**config.mk**
```make
export PLATFORM = sky130hd
export DESIGN_NAME = pc_control_flat
export DESIGN_NICKNAME = d
export VERILOG_FILES = /design/src/rtl/pc_control_pkg.sv /design/src/rtl/pc_control_if.sv /design/src/rtl/pc_reg.sv /design/src/rtl/pc_control.sv /design/src/flat_wrapper.sv
export SDC_FILE = /design/constraint.sdc
export NUM_CORES = 1
export LEC_CHECK = 0
export CAP_MARGIN = 20
export CORE_MARGIN = 5
export CORE_UTILIZATION = 30
export DETAILED_ROUTE_END_ITERATION = 8
export PLACE_DENSITY = 0.81
export SLEW_MARGIN = 20
export SYNTH_ARGS = -nofsm -noshare
export SYNTH_HDL_FRONTEND = slang
export SYNTH_SLANG_ARGS = --single-unit
```
**constraint.sdc**
```tcl
create_clock -name clk -period 1.4 [get_ports clk]
set_input_delay 0.21 -clock clk [delete_from_list [all_inputs] [get_ports clk]]
set_output_delay 0.21 -clock clk [all_outputs]
set_load 0.05 [all_outputs]
```
**src/rtl/pc_control_pkg.sv**
```systemverilog
`default_nettype none
// ============================================================================
// Module      : pc_control_pkg
// Description : Opcode encoding, default widths and the absolute jump table
//               shared by the program-counter control slice.
// Revision    : 1.0
// ============================================================================
package pc_control_pkg;

    localparam int C_D_DEFAULT   = 10;
    localparam int C_OPW_DEFAULT = 4;

    typedef enum logic [3:0] {
        OP_ALU0    = 4'h0,
        OP_ALU1    = 4'h1,
        OP_ALU2    = 4'h2,
        OP_ALU3    = 4'h3,
        OP_ALU4    = 4'h4,
        OP_ALU5    = 4'h5,
        OP_ALU6    = 4'h6,
        OP_ALU7    = 4'h7,
        OP_MOVTO   = 4'h8,
        OP_MOVFROM = 4'h9,
        OP_ADDI    = 4'hA,
        OP_LD      = 4'hB,
        OP_ST      = 4'hC,
        OP_LDC     = 4'hD,
        OP_BZ      = 4'hE,
        OP_JMP     = 4'hF
    } opcode_t;

    // Absolute jump targets indexed by pc_immed; entry i lands on 8*i.
    localparam logic [C_D_DEFAULT-1:0] c_jump_table [16] = '{
        10'd0,   10'd8,   10'd16,  10'd24,
        10'd32,  10'd40,  10'd48,  10'd56,
        10'd64,  10'd72,  10'd80,  10'd88,
        10'd96,  10'd104, 10'd112, 10'd120
    };

endpackage : pc_control_pkg
`default_nettype wire

```
**src/rtl/pc_control_if.sv**
```systemverilog
`default_nettype none
// ============================================================================
// Module      : pc_control_if
// Description : Instruction/datapath bundle between the controller and the
//               rest of the core.
// Revision    : 1.0
// ============================================================================
interface pc_control_if #(
    parameter int D   = 10,
    parameter int OPW = 4
);
    logic [8:0]     instr;
    logic [7:0]     datA;
    logic [7:0]     datB;
    logic [7:0]     mem_out;
    logic [7:0]     mem_lut_out;
    logic [7:0]     alu_rslt;
    logic [D-1:0]   prog_ctr;
    logic           Branch;
    logic           MemtoReg;
    logic           MemWrite;
    logic           ALUSrc;
    logic           RegWrite;
    logic [3:0]     regA;
    logic [3:0]     regB;
    logic [3:0]     wr_addr;
    logic [7:0]     dat_in;
    logic [7:0]     mem_in;
    logic [7:0]     mem_addr;
    logic [4:0]     immed;
    logic [3:0]     pc_immed;
    logic [OPW-1:0] ALUOp;

    modport master (
        output instr, datA, datB, mem_out, mem_lut_out, alu_rslt,
        input  prog_ctr, Branch, MemtoReg, MemWrite, ALUSrc, RegWrite,
        input  regA, regB, wr_addr, dat_in, mem_in, mem_addr,
        input  immed, pc_immed, ALUOp
    );

    modport slave (
        input  instr, datA, datB, mem_out, mem_lut_out, alu_rslt,
        output prog_ctr, Branch, MemtoReg, MemWrite, ALUSrc, RegWrite,
        output regA, regB, wr_addr, dat_in, mem_in, mem_addr,
        output immed, pc_immed, ALUOp
    );

endinterface : pc_control_if
`default_nettype wire

```
**src/rtl/pc_reg.sv**
```systemverilog
`default_nettype none
// ============================================================================
// Module      : pc_reg
// Description : Program counter register with reset / absolute / relative /
//               increment next-PC selection (reset has top priority).
// Revision    : 1.0
// ============================================================================
module pc_reg #(
    parameter int D = 10
) (
    input  wire logic         clk,
    input  wire logic         reset,
    input  wire logic         branch,
    input  wire logic [D-1:0] target,
    input  wire logic         rel_jump,
    input  wire logic [D-1:0] rel_offset,
    output logic [D-1:0]      prog_ctr
);

    logic [D-1:0] r_pc;

    // Additions are modulo 2^D so the top address rolls over to 0.
    always_ff @(posedge clk) begin
        if (reset) begin
            r_pc <= '0;
        end else if (branch) begin
            r_pc <= target;
        end else if (rel_jump) begin
            r_pc <= r_pc + rel_offset;
        end else begin
            r_pc <= r_pc + D'(1);
        end
    end

    assign prog_ctr = r_pc;

endmodule : pc_reg
`default_nettype wire

```
**src/rtl/pc_control.sv**
```systemverilog
`default_nettype none
// ============================================================================
// Module      : pc_control
// Description : Accumulator-machine instruction decode, jump table and PC.
//               Define PC_RELJUMP_EN to let JMP with instr[4]=1 jump relative.
// Revision    : 1.0
// ============================================================================
module pc_control
    import pc_control_pkg::*;
#(
    parameter int D   = C_D_DEFAULT,
    parameter int OPW = C_OPW_DEFAULT
) (
    input  wire logic   clk,
    input  wire logic   reset,
    pc_control_if.slave bus
);

    opcode_t        w_opcode;
    logic           w_branch;
    logic           w_memtoreg;
    logic           w_memwrite;
    logic           w_alusrc;
    logic           w_regwrite;
    logic [3:0]     w_rega;
    logic [3:0]     w_regb;
    logic [3:0]     w_wr_addr;
    logic [7:0]     w_dat_in;
    logic [7:0]     w_mem_in;
    logic [7:0]     w_mem_addr;
    logic [4:0]     w_immed;
    logic [3:0]     w_pc_immed;
    logic [OPW-1:0] w_aluop;
    logic           w_rel_jump;
    logic [D-1:0]   w_rel_offset;
    logic [D-1:0]   w_target;
    logic [D-1:0]   w_prog_ctr;

    assign w_opcode = opcode_t'(bus.instr[8:5]);

    always_comb begin
        w_branch     = 1'b0;
        w_memtoreg   = 1'b0;
        w_memwrite   = 1'b0;
        w_alusrc     = 1'b0;
        w_regwrite   = 1'b0;
        w_rega       = 4'd0;
        w_regb       = bus.instr[3:0];
        w_wr_addr    = 4'd0;
        w_immed      = bus.instr[4:0];
        w_pc_immed   = bus.instr[3:0];
        w_aluop      = OPW'(bus.instr[8:5]);
        w_dat_in     = bus.alu_rslt;
        w_mem_in     = bus.datA;
        w_mem_addr   = bus.datB;
        w_rel_jump   = 1'b0;
        w_rel_offset = {{(D-4){bus.instr[3]}}, bus.instr[3:0]};

        case (w_opcode)
            OP_ALU0, OP_ALU1, OP_ALU2, OP_ALU3,
            OP_ALU4, OP_ALU5, OP_ALU6, OP_ALU7: begin
                w_regwrite = 1'b1;
            end
            OP_MOVTO: begin
                w_wr_addr  = bus.instr[3:0];
                w_dat_in   = bus.datA;
                w_regwrite = 1'b1;
            end
            OP_MOVFROM: begin
                w_dat_in   = bus.datB;
                w_regwrite = 1'b1;
            end
            OP_ADDI: begin
                w_aluop    = '0;
                w_alusrc   = 1'b1;
                w_regwrite = 1'b1;
            end
            OP_LD: begin
                w_dat_in   = bus.mem_out;
                w_memtoreg = 1'b1;
                w_regwrite = 1'b1;
            end
            OP_ST: begin
                w_memwrite = 1'b1;
            end
            OP_LDC: begin
                w_dat_in   = bus.mem_lut_out;
                w_regwrite = 1'b1;
            end
            OP_BZ: begin
                w_branch = (bus.datA == 8'h00);
            end
            OP_JMP: begin
`ifdef PC_RELJUMP_EN
                if (bus.instr[4]) begin
                    w_rel_jump = 1'b1;
                end else begin
                    w_branch = 1'b1;
                end
`else
                w_branch = 1'b1;
`endif
            end
            default: ;
        endcase
    end

    assign w_target = D'(c_jump_table[w_pc_immed]);

    pc_reg #(
        .D (D)
    ) u_pc_reg (
        .clk        (clk),
        .reset      (reset),
        .branch     (w_branch),
        .target     (w_target),
        .rel_jump   (w_rel_jump),
        .rel_offset (w_rel_offset),
        .prog_ctr   (w_prog_ctr)
    );

    assign bus.prog_ctr = w_prog_ctr;
    assign bus.Branch   = w_branch;
    assign bus.MemtoReg = w_memtoreg;
    assign bus.MemWrite = w_memwrite;
    assign bus.ALUSrc   = w_alusrc;
    assign bus.RegWrite = w_regwrite;
    assign bus.regA     = w_rega;
    assign bus.regB     = w_regb;
    assign bus.wr_addr  = w_wr_addr;
    assign bus.dat_in   = w_dat_in;
    assign bus.mem_in   = w_mem_in;
    assign bus.mem_addr = w_mem_addr;
    assign bus.immed    = w_immed;
    assign bus.pc_immed = w_pc_immed;
    assign bus.ALUOp    = w_aluop;

endmodule : pc_control
`default_nettype wire

```
**src/flat_wrapper.sv**
```systemverilog
// flat-port wrapper written by rule: the top's interface ports become plain ports
module pc_control_flat import pc_control_pkg::*;
#(
    parameter int D   = C_D_DEFAULT,
    parameter int OPW = C_OPW_DEFAULT
)
  (clk, reset, bus_instr, bus_datA, bus_datB, bus_mem_out, bus_mem_lut_out, bus_alu_rslt, bus_prog_ctr, bus_Branch, bus_MemtoReg, bus_MemWrite, bus_ALUSrc, bus_RegWrite, bus_regA, bus_regB, bus_wr_addr, bus_dat_in, bus_mem_in, bus_mem_addr, bus_immed, bus_pc_immed, bus_ALUOp);
  pc_control_if #(.D(D), .OPW(OPW)) bus_i ();
  input  wire logic clk;
  input  wire logic reset;
  input wire logic [$bits(bus_i.instr)-1:0] bus_instr;
  input wire logic [$bits(bus_i.datA)-1:0] bus_datA;
  input wire logic [$bits(bus_i.datB)-1:0] bus_datB;
  input wire logic [$bits(bus_i.mem_out)-1:0] bus_mem_out;
  input wire logic [$bits(bus_i.mem_lut_out)-1:0] bus_mem_lut_out;
  input wire logic [$bits(bus_i.alu_rslt)-1:0] bus_alu_rslt;
  output wire logic [$bits(bus_i.prog_ctr)-1:0] bus_prog_ctr;
  output wire logic [$bits(bus_i.Branch)-1:0] bus_Branch;
  output wire logic [$bits(bus_i.MemtoReg)-1:0] bus_MemtoReg;
  output wire logic [$bits(bus_i.MemWrite)-1:0] bus_MemWrite;
  output wire logic [$bits(bus_i.ALUSrc)-1:0] bus_ALUSrc;
  output wire logic [$bits(bus_i.RegWrite)-1:0] bus_RegWrite;
  output wire logic [$bits(bus_i.regA)-1:0] bus_regA;
  output wire logic [$bits(bus_i.regB)-1:0] bus_regB;
  output wire logic [$bits(bus_i.wr_addr)-1:0] bus_wr_addr;
  output wire logic [$bits(bus_i.dat_in)-1:0] bus_dat_in;
  output wire logic [$bits(bus_i.mem_in)-1:0] bus_mem_in;
  output wire logic [$bits(bus_i.mem_addr)-1:0] bus_mem_addr;
  output wire logic [$bits(bus_i.immed)-1:0] bus_immed;
  output wire logic [$bits(bus_i.pc_immed)-1:0] bus_pc_immed;
  output wire logic [$bits(bus_i.ALUOp)-1:0] bus_ALUOp;
  assign bus_i.instr = bus_instr;
  assign bus_i.datA = bus_datA;
  assign bus_i.datB = bus_datB;
  assign bus_i.mem_out = bus_mem_out;
  assign bus_i.mem_lut_out = bus_mem_lut_out;
  assign bus_i.alu_rslt = bus_alu_rslt;
  assign bus_prog_ctr = bus_i.prog_ctr;
  assign bus_Branch = bus_i.Branch;
  assign bus_MemtoReg = bus_i.MemtoReg;
  assign bus_MemWrite = bus_i.MemWrite;
  assign bus_ALUSrc = bus_i.ALUSrc;
  assign bus_RegWrite = bus_i.RegWrite;
  assign bus_regA = bus_i.regA;
  assign bus_regB = bus_i.regB;
  assign bus_wr_addr = bus_i.wr_addr;
  assign bus_dat_in = bus_i.dat_in;
  assign bus_mem_in = bus_i.mem_in;
  assign bus_mem_addr = bus_i.mem_addr;
  assign bus_immed = bus_i.immed;
  assign bus_pc_immed = bus_i.pc_immed;
  assign bus_ALUOp = bus_i.ALUOp;
  pc_control #(.D(D), .OPW(OPW)) u_core (.clk(clk), .reset(reset), .bus(bus_i));
endmodule
```
Word level (Yosys, flattened, before mapping)
Memory sizes are Yosys's and may differ from the RTL's.
Index checks and enable logic that the tools add are counted.
{"block": "op_classes", "addsub": 1, "magnitude_cmp": 1, "n_eq_ne": 15, "n_mux": 11, "bitwise_logic": 1, "n_reduce_logical": 3}
{"op": "== test 4 bit (second input constant)", "n": 8}
{"op": "one-hot mux 8 bit (4 select lines)", "n": 1}
{"op": "2-to-1 mux 10 bit", "n": 3}
{"op": "== test 4 x 3 -> 1 bit (second input constant)", "n": 4}
{"op": "OR reduction 13 bit", "n": 1}
{"op": "adder 10 x 1 -> 10 bit (second input constant)", "n": 1}
{"op": "== test 4 x 2 -> 1 bit (second input constant)", "n": 2}
{"op": "logical NOT 8 bit", "n": 1}
{"op": "2-to-1 mux 4 bit", "n": 2}
{"op": "greater-or-equal comparator 5 bit (second input constant)", "n": 1}
{"op": "NOT 4 -> 5 bit", "n": 1}
{"op": "== test 4 x 1 -> 1 bit (second input constant)", "n": 1}
{"op": "logical NOT 4 bit", "n": 1}
{"op": "2-to-1 mux 1 bit", "n": 4}
{"op": "one-hot mux 1 bit (2 select lines)", "n": 1}
{"block": "totals", "regBits": 10, "mem_bits_ro": 160, "output_inout_bits": 64, "mem_count": 1}
{"name": "(name not given)", "words": 16, "word_bits": 10, "rd": 1, "rd_ports_with_merged_regs": 0, "write_ports": 0, "line_no": "pc_control.sv:108", "text": "assign w_target = D'(c_jump_table[w_pc_immed]);"}

Depth between registers and ports, before layout
{"block": "logic_depth", "word_depth": 5, "ltp_mapped": 5, "depth_no_buf": 5}

Cells and area by module
Synthesis repeated with hierarchy kept, for this count alone.
{"block": "hier_totals", "hier_cells": 219, "area_unflattened_um2": 1611.5}
{"module": "pc_reg", "n_inst": 1, "cells_per_inst": 106, "area_each_um2": 834.6, "seq_area_each_um2": 200.2}
{"module": "pc_control", "n_inst": 1, "cells_per_inst": 113, "area_each_um2": 777.0, "seq_area_each_um2": 0.0}

Worst setup path before layout
Ideal clock, no wire load.
{"block": "synth_timing", "path_type": "input port to output port", "startpoint": "in bus_instr[8]", "endpoint": "out bus_ALUOp[1]", "arrival_ps": 1753, "setup_slack_ps": -563, "cell_stages": 5, "path_buffers": 1, "path_cell_list": "buf_2 -> nor2b_1 -> nand2_1 -> nor2_1 -> nor2b_1"}
{"block": "synth_between", "elab_chain_cells": 2}
{"item": "from (decl)", "line_no": "flat_wrapper.sv:11", "text": "input wire logic [$bits(bus_i.instr)-1:0] bus_instr;"}
{"item": "== test 4 bit", "line_no": "pc_control.sv:59", "text": "case (w_opcode)"}
{"item": "2-to-1 mux 4 bit", "line_no": "pc_control.sv:59"}
{"item": "to (decl)", "line_no": "flat_wrapper.sv:31", "text": "output wire logic [$bits(bus_i.ALUOp)-1:0] bus_ALUOp;"}
Every way passes these cells.

Final worst setup path
{"block": "layout_timing", "startpoint": "in bus_instr[6]", "endpoint": "out bus_dat_in[2]"}
{"block": "layout_between", "elab_chain_cells": 2, "elab_cells_between_ends": 5}
{"item": "== test 4 bit", "line_no": "pc_control.sv:59"}
{"item": "one-hot mux 8 bit (4 select lines) *", "line_no": "pc_control.sv:59"}
{"item": "to (decl)", "line_no": "flat_wrapper.sv:26", "text": "output wire logic [$bits(bus_i.dat_in)-1:0] bus_dat_in;"}
Mark *: on every way between the ends. The rest lies on a longest branch, timed or not.

==> flow_metrics.py <==
metrics = {
    "run_status": {
        "status": "complete, but fails checks",
        "violations": "negative setup slack",
    },
    "grt": {
        "grt_pass1_wl_um": 10000,
        "antenna_found_initial": 1,
        "grt_use_met3": 0.0496,
        "grt_overflow": 0,
        "grt.total_usage": 0.243,
        "grt_pass1_vias": 1853,
        "use_met2": 0.472,
        "grt.met1_usage": 0.258,
        "busiest_layer": "met2",
        "grt_max_degree": 11,
    },
    "yosys": {
        "muxShareOfSynthArea": 0,
        "synth.distinct_cells": 34,
        "synth_xor_area_frac": 0.0590,
        "seq_area_frac_synth": 0.169,
        "synth_top_family_by_area": "compound AO/OA/AOI/OAI gates",
        "ys.flop_type": "dfxtp_1",
        "ys_warn_count": 0,
        "async_flop_share": 0,
        "yosys.area_share.simple": 0.236,
        "synth_edf_count": 0,
        "syn_avg_cell_area_sq_um": 7.38,
        "synth_compound_area_frac": 0.268,
        "synth_seq_cells": 10,
        "synth_adder_area_share": 0.0105,
        "synth_cells": 161,
        "synth_area_sq_mm": 0.00119,
    },
    "sta": {
        "fin_setup_tns_ps": -1870,
        "finalSetupViolCount": 17,
        "timing.hold.ws_ps": 420,
        "fmax_mhz": 594,
        "hold_viol": 0,
        "rsz0062_at_grt": "yes",
        "post-route-period-util": 1.20,
        "final.setup.worst_slack_ps": -284,
        "maxSlewViolCount": 0,
        "skew_ps": 1.74,
        "layout_min_cycle_time_ps": 1680,
    },
    "clocking": {
        "htree_levels": 1,
        "clkSinkCount": 10,
        "cts_root_buf": "clkbuf_8",
        "cts_tree": "yes",
        "cts_buffer_depth": 2,
        "cts_made_buffers": 3,
        "clock_latency_ps": 250,
    },
    "setup_path": {
        "crit_fanout": 6,
        "regToRegSetupSlack_ps": -60,
        "slowest_delay_ps": 390,
        "crit_path_start_kind": "primary input",
        "reg2regPathDepth": 4,
        "arrival_ps": 1470,
        "slowest_stage": "o311ai_1",
        "rr_endpoint": "u_core.u_pc_reg.prog_ctr[5]$_SDFF_PP0_",
        "end_kind": "output pin",
        "crit_type": "in -> out",
        "crit_path_cell_trace": "buf_4 > buf_6 > nand2_8 > o22ai_1 > o311ai_1 > o21a_2 > buf_12",
        "required_ps": 1190,
        "r2r_start": "u_core.u_pc_reg.prog_ctr[2]$_SDFF_PP0_",
    },
    "floorplan": {
        "die_h_um": 72.9,
        "rows": 22,
        "fp.dieW_um": 72.9,
        "io_pins": 115,
        "die_area_sq_mm": 0.00532,
        "core_region_area_sq_mm": 0.00374,
        "initial_core_util": 0.317,
    },
    "power": {
        "power.leakage_nw": 1.42,
        "ir_drop_mv": 0.354,
        "powerDensity_mw_per_mm2": 610,
    },
    "placed_design": {
        "pre_cts_ws_ps": -664,
        "place_hpwl_um": 4650,
        "io_buffers": 108,
        "globalplace.congestion": 0.795,
    },
    "drt": {
        "route.detailed.drc": 0,
        "drt-pass1-iter-count": 6,
        "drt_first_iter_violations": 186,
        "wl_um": 8240,
        "drtAntennaViolNets": 0,
        "vias_per_cell": 5.57,
        "vias": 1832,
        "wire_per_inst_um": 25.0,
    },
    "layout": {
        "areaGrowthSynthToFinish_pct": 182,
        "fin_nets": 333,
        "final_layout_size_suffix_gt1_frac": 0.643,
        "largest_reg_flops": 10,
        "fillers": 142,
    },
    "hold_path": {
        "hold_depth": 0,
        "min_to": "bus_immed[4]",
        "worstHoldStart": "bus_instr[4]",
        "hold_class": "in -> out",
    },
    "run": {
        "cap_violations": 0,
    },
}
-- cell families (layout without fill, tap and decap cells) --
| family | Yosys count | after routing |
|---|---|---|
| and+or+nand+nor | 51 | 51 |
| AOI/OAI and AO/OA | 46 | 46 |
| buffers and inverters | 44 | 160 |
| DFF | 10 | 10 |
| xor gates and xnor gates | 8 | 8 |
| adders and majority gates | 1 | 1 |
| other | 1 | 5 |
-- through the flow --
step                instance area (sq um)  instances  power [mW]  utilization
floorplan                            1220        164       0.887            -
finish                               3350        329        2.04        0.895
detailed placement                   2980        317        1.51        0.796
CTS                                  3200        326        1.91        0.855
global placement                     2980        317        1.49        0.796
global route                         3350        329        2.09        0.895
-- layer usage --
layer	share of wire	wire length [um]	up-vias
met5	0	0	-
met4	0.065	533	0
met3	0.088	723	47
met2	0.52	4270	124
met1	0.33	2710	885
li1	-	-	776
-- area by class of cell --
class / instances / area [sq um] / area share
diodes: 1 / 2.50 / 0.000747
clock buffers: 4 / 55.1 / 0.0164
inverters: 1 / 3.75 / 0.00112
multi-input cells: 110 / 976 / 0.291
flip-flops and latches: 10 / 206 / 0.0616
well taps: 48 / 60.1 / 0.0179
repair buffers: 155 / 2050 / 0.611
-- worst max-delay path by stage --
stage,from,endpoint,slack [ps],cells after the start
after floorplan,bus_instr[8],bus_ALUOp[1],-220,5
after global placement,bus_instr[6],bus_dat_in[1],-600,6
after detailed placement,bus_instr[6],bus_dat_in[4],-660,6
after CTS,bus_instr[5],bus_dat_in[1],-110,8
after global routing,bus_instr[6],bus_dat_in[2],-290,7
final,bus_instr[6],bus_dat_in[2],-280,7
-- cell usage after synthesis (all sizes together) (3+ instances only) --
library cell | count | area [sq um]
buf | 40 | 288
o21ai | 13 | 65.1
dfxtp | 10 | 200
nor2 | 10 | 45.0
and2 | 7 | 43.8
nand2 | 7 | 26.3
nor2b | 6 | 37.5
nor3 | 6 | 30.0
o21a | 6 | 45.0
o22ai | 6 | 37.5
o311ai | 6 | 52.6
xnor2 | 4 | 35.0
xor2 | 4 | 35.0
a21oi | 3 | 15.0
clkbuf | 3 | 11.3
nand2b | 3 | 21.3
nor3b | 3 | 22.5
-- layout by cell type, fill, tap and decap left out, types with 3 or more instances in the layout --
cell | synthesis | layout
clkbuf_8 | 0 | 4
xnor2_1 | 4 | 4
nor2_1 | 9 | 5
xor2_1 | 4 | 3
buf_6 | 0 | 8
o21ai_1 | 0 | 5
dfxtp_2 | 0 | 5
o21ai_4 | 0 | 3
clkdlybuf4s50_1 | 0 | 22
o21a_2 | 0 | 6
buf_12 | 0 | 61
o22ai_1 | 6 | 3
conb_1 | 1 | 4
o21ai_2 | 0 | 3
dlygate4sd2_1 | 0 | 15
nor2b_2 | 0 | 3
nor2_4 | 1 | 3
o311ai_1 | 6 | 3
buf_4 | 35 | 37
nand2_1 | 7 | 5
dfxtp_1 | 10 | 5
and2_4 | 0 | 6
nor3_1 | 6 | 4
clkbuf_2 | 0 | 7
-- worst max-delay path, delay by kind of cell --
kind	cells	cell delay, ps
compound gates	3	730
buf+inv	3	420
simple gates	1	100
-- report_power, final --
| part | internal, mW | leakage, nW | switching, mW |
|---|---|---|---|
| Sequential | 0.299 | 0.0834 | 0.0242 |
| Combinational | 0.638 | 1.31 | 0.684 |
| Clock | 0.249 | 0.0288 | 0.149 |
| Total | 1.19 | 1.42 | 0.858 |
-- what timing repair did --
action                     CTS  global route
hold buffers                 0             0
setup buffers                4             2
pin swaps                   21            13
setup endpoints to repair   29            22
cloned                       1             0
gates resized for setup     93            41
Power figures use the tool's default switching activity.
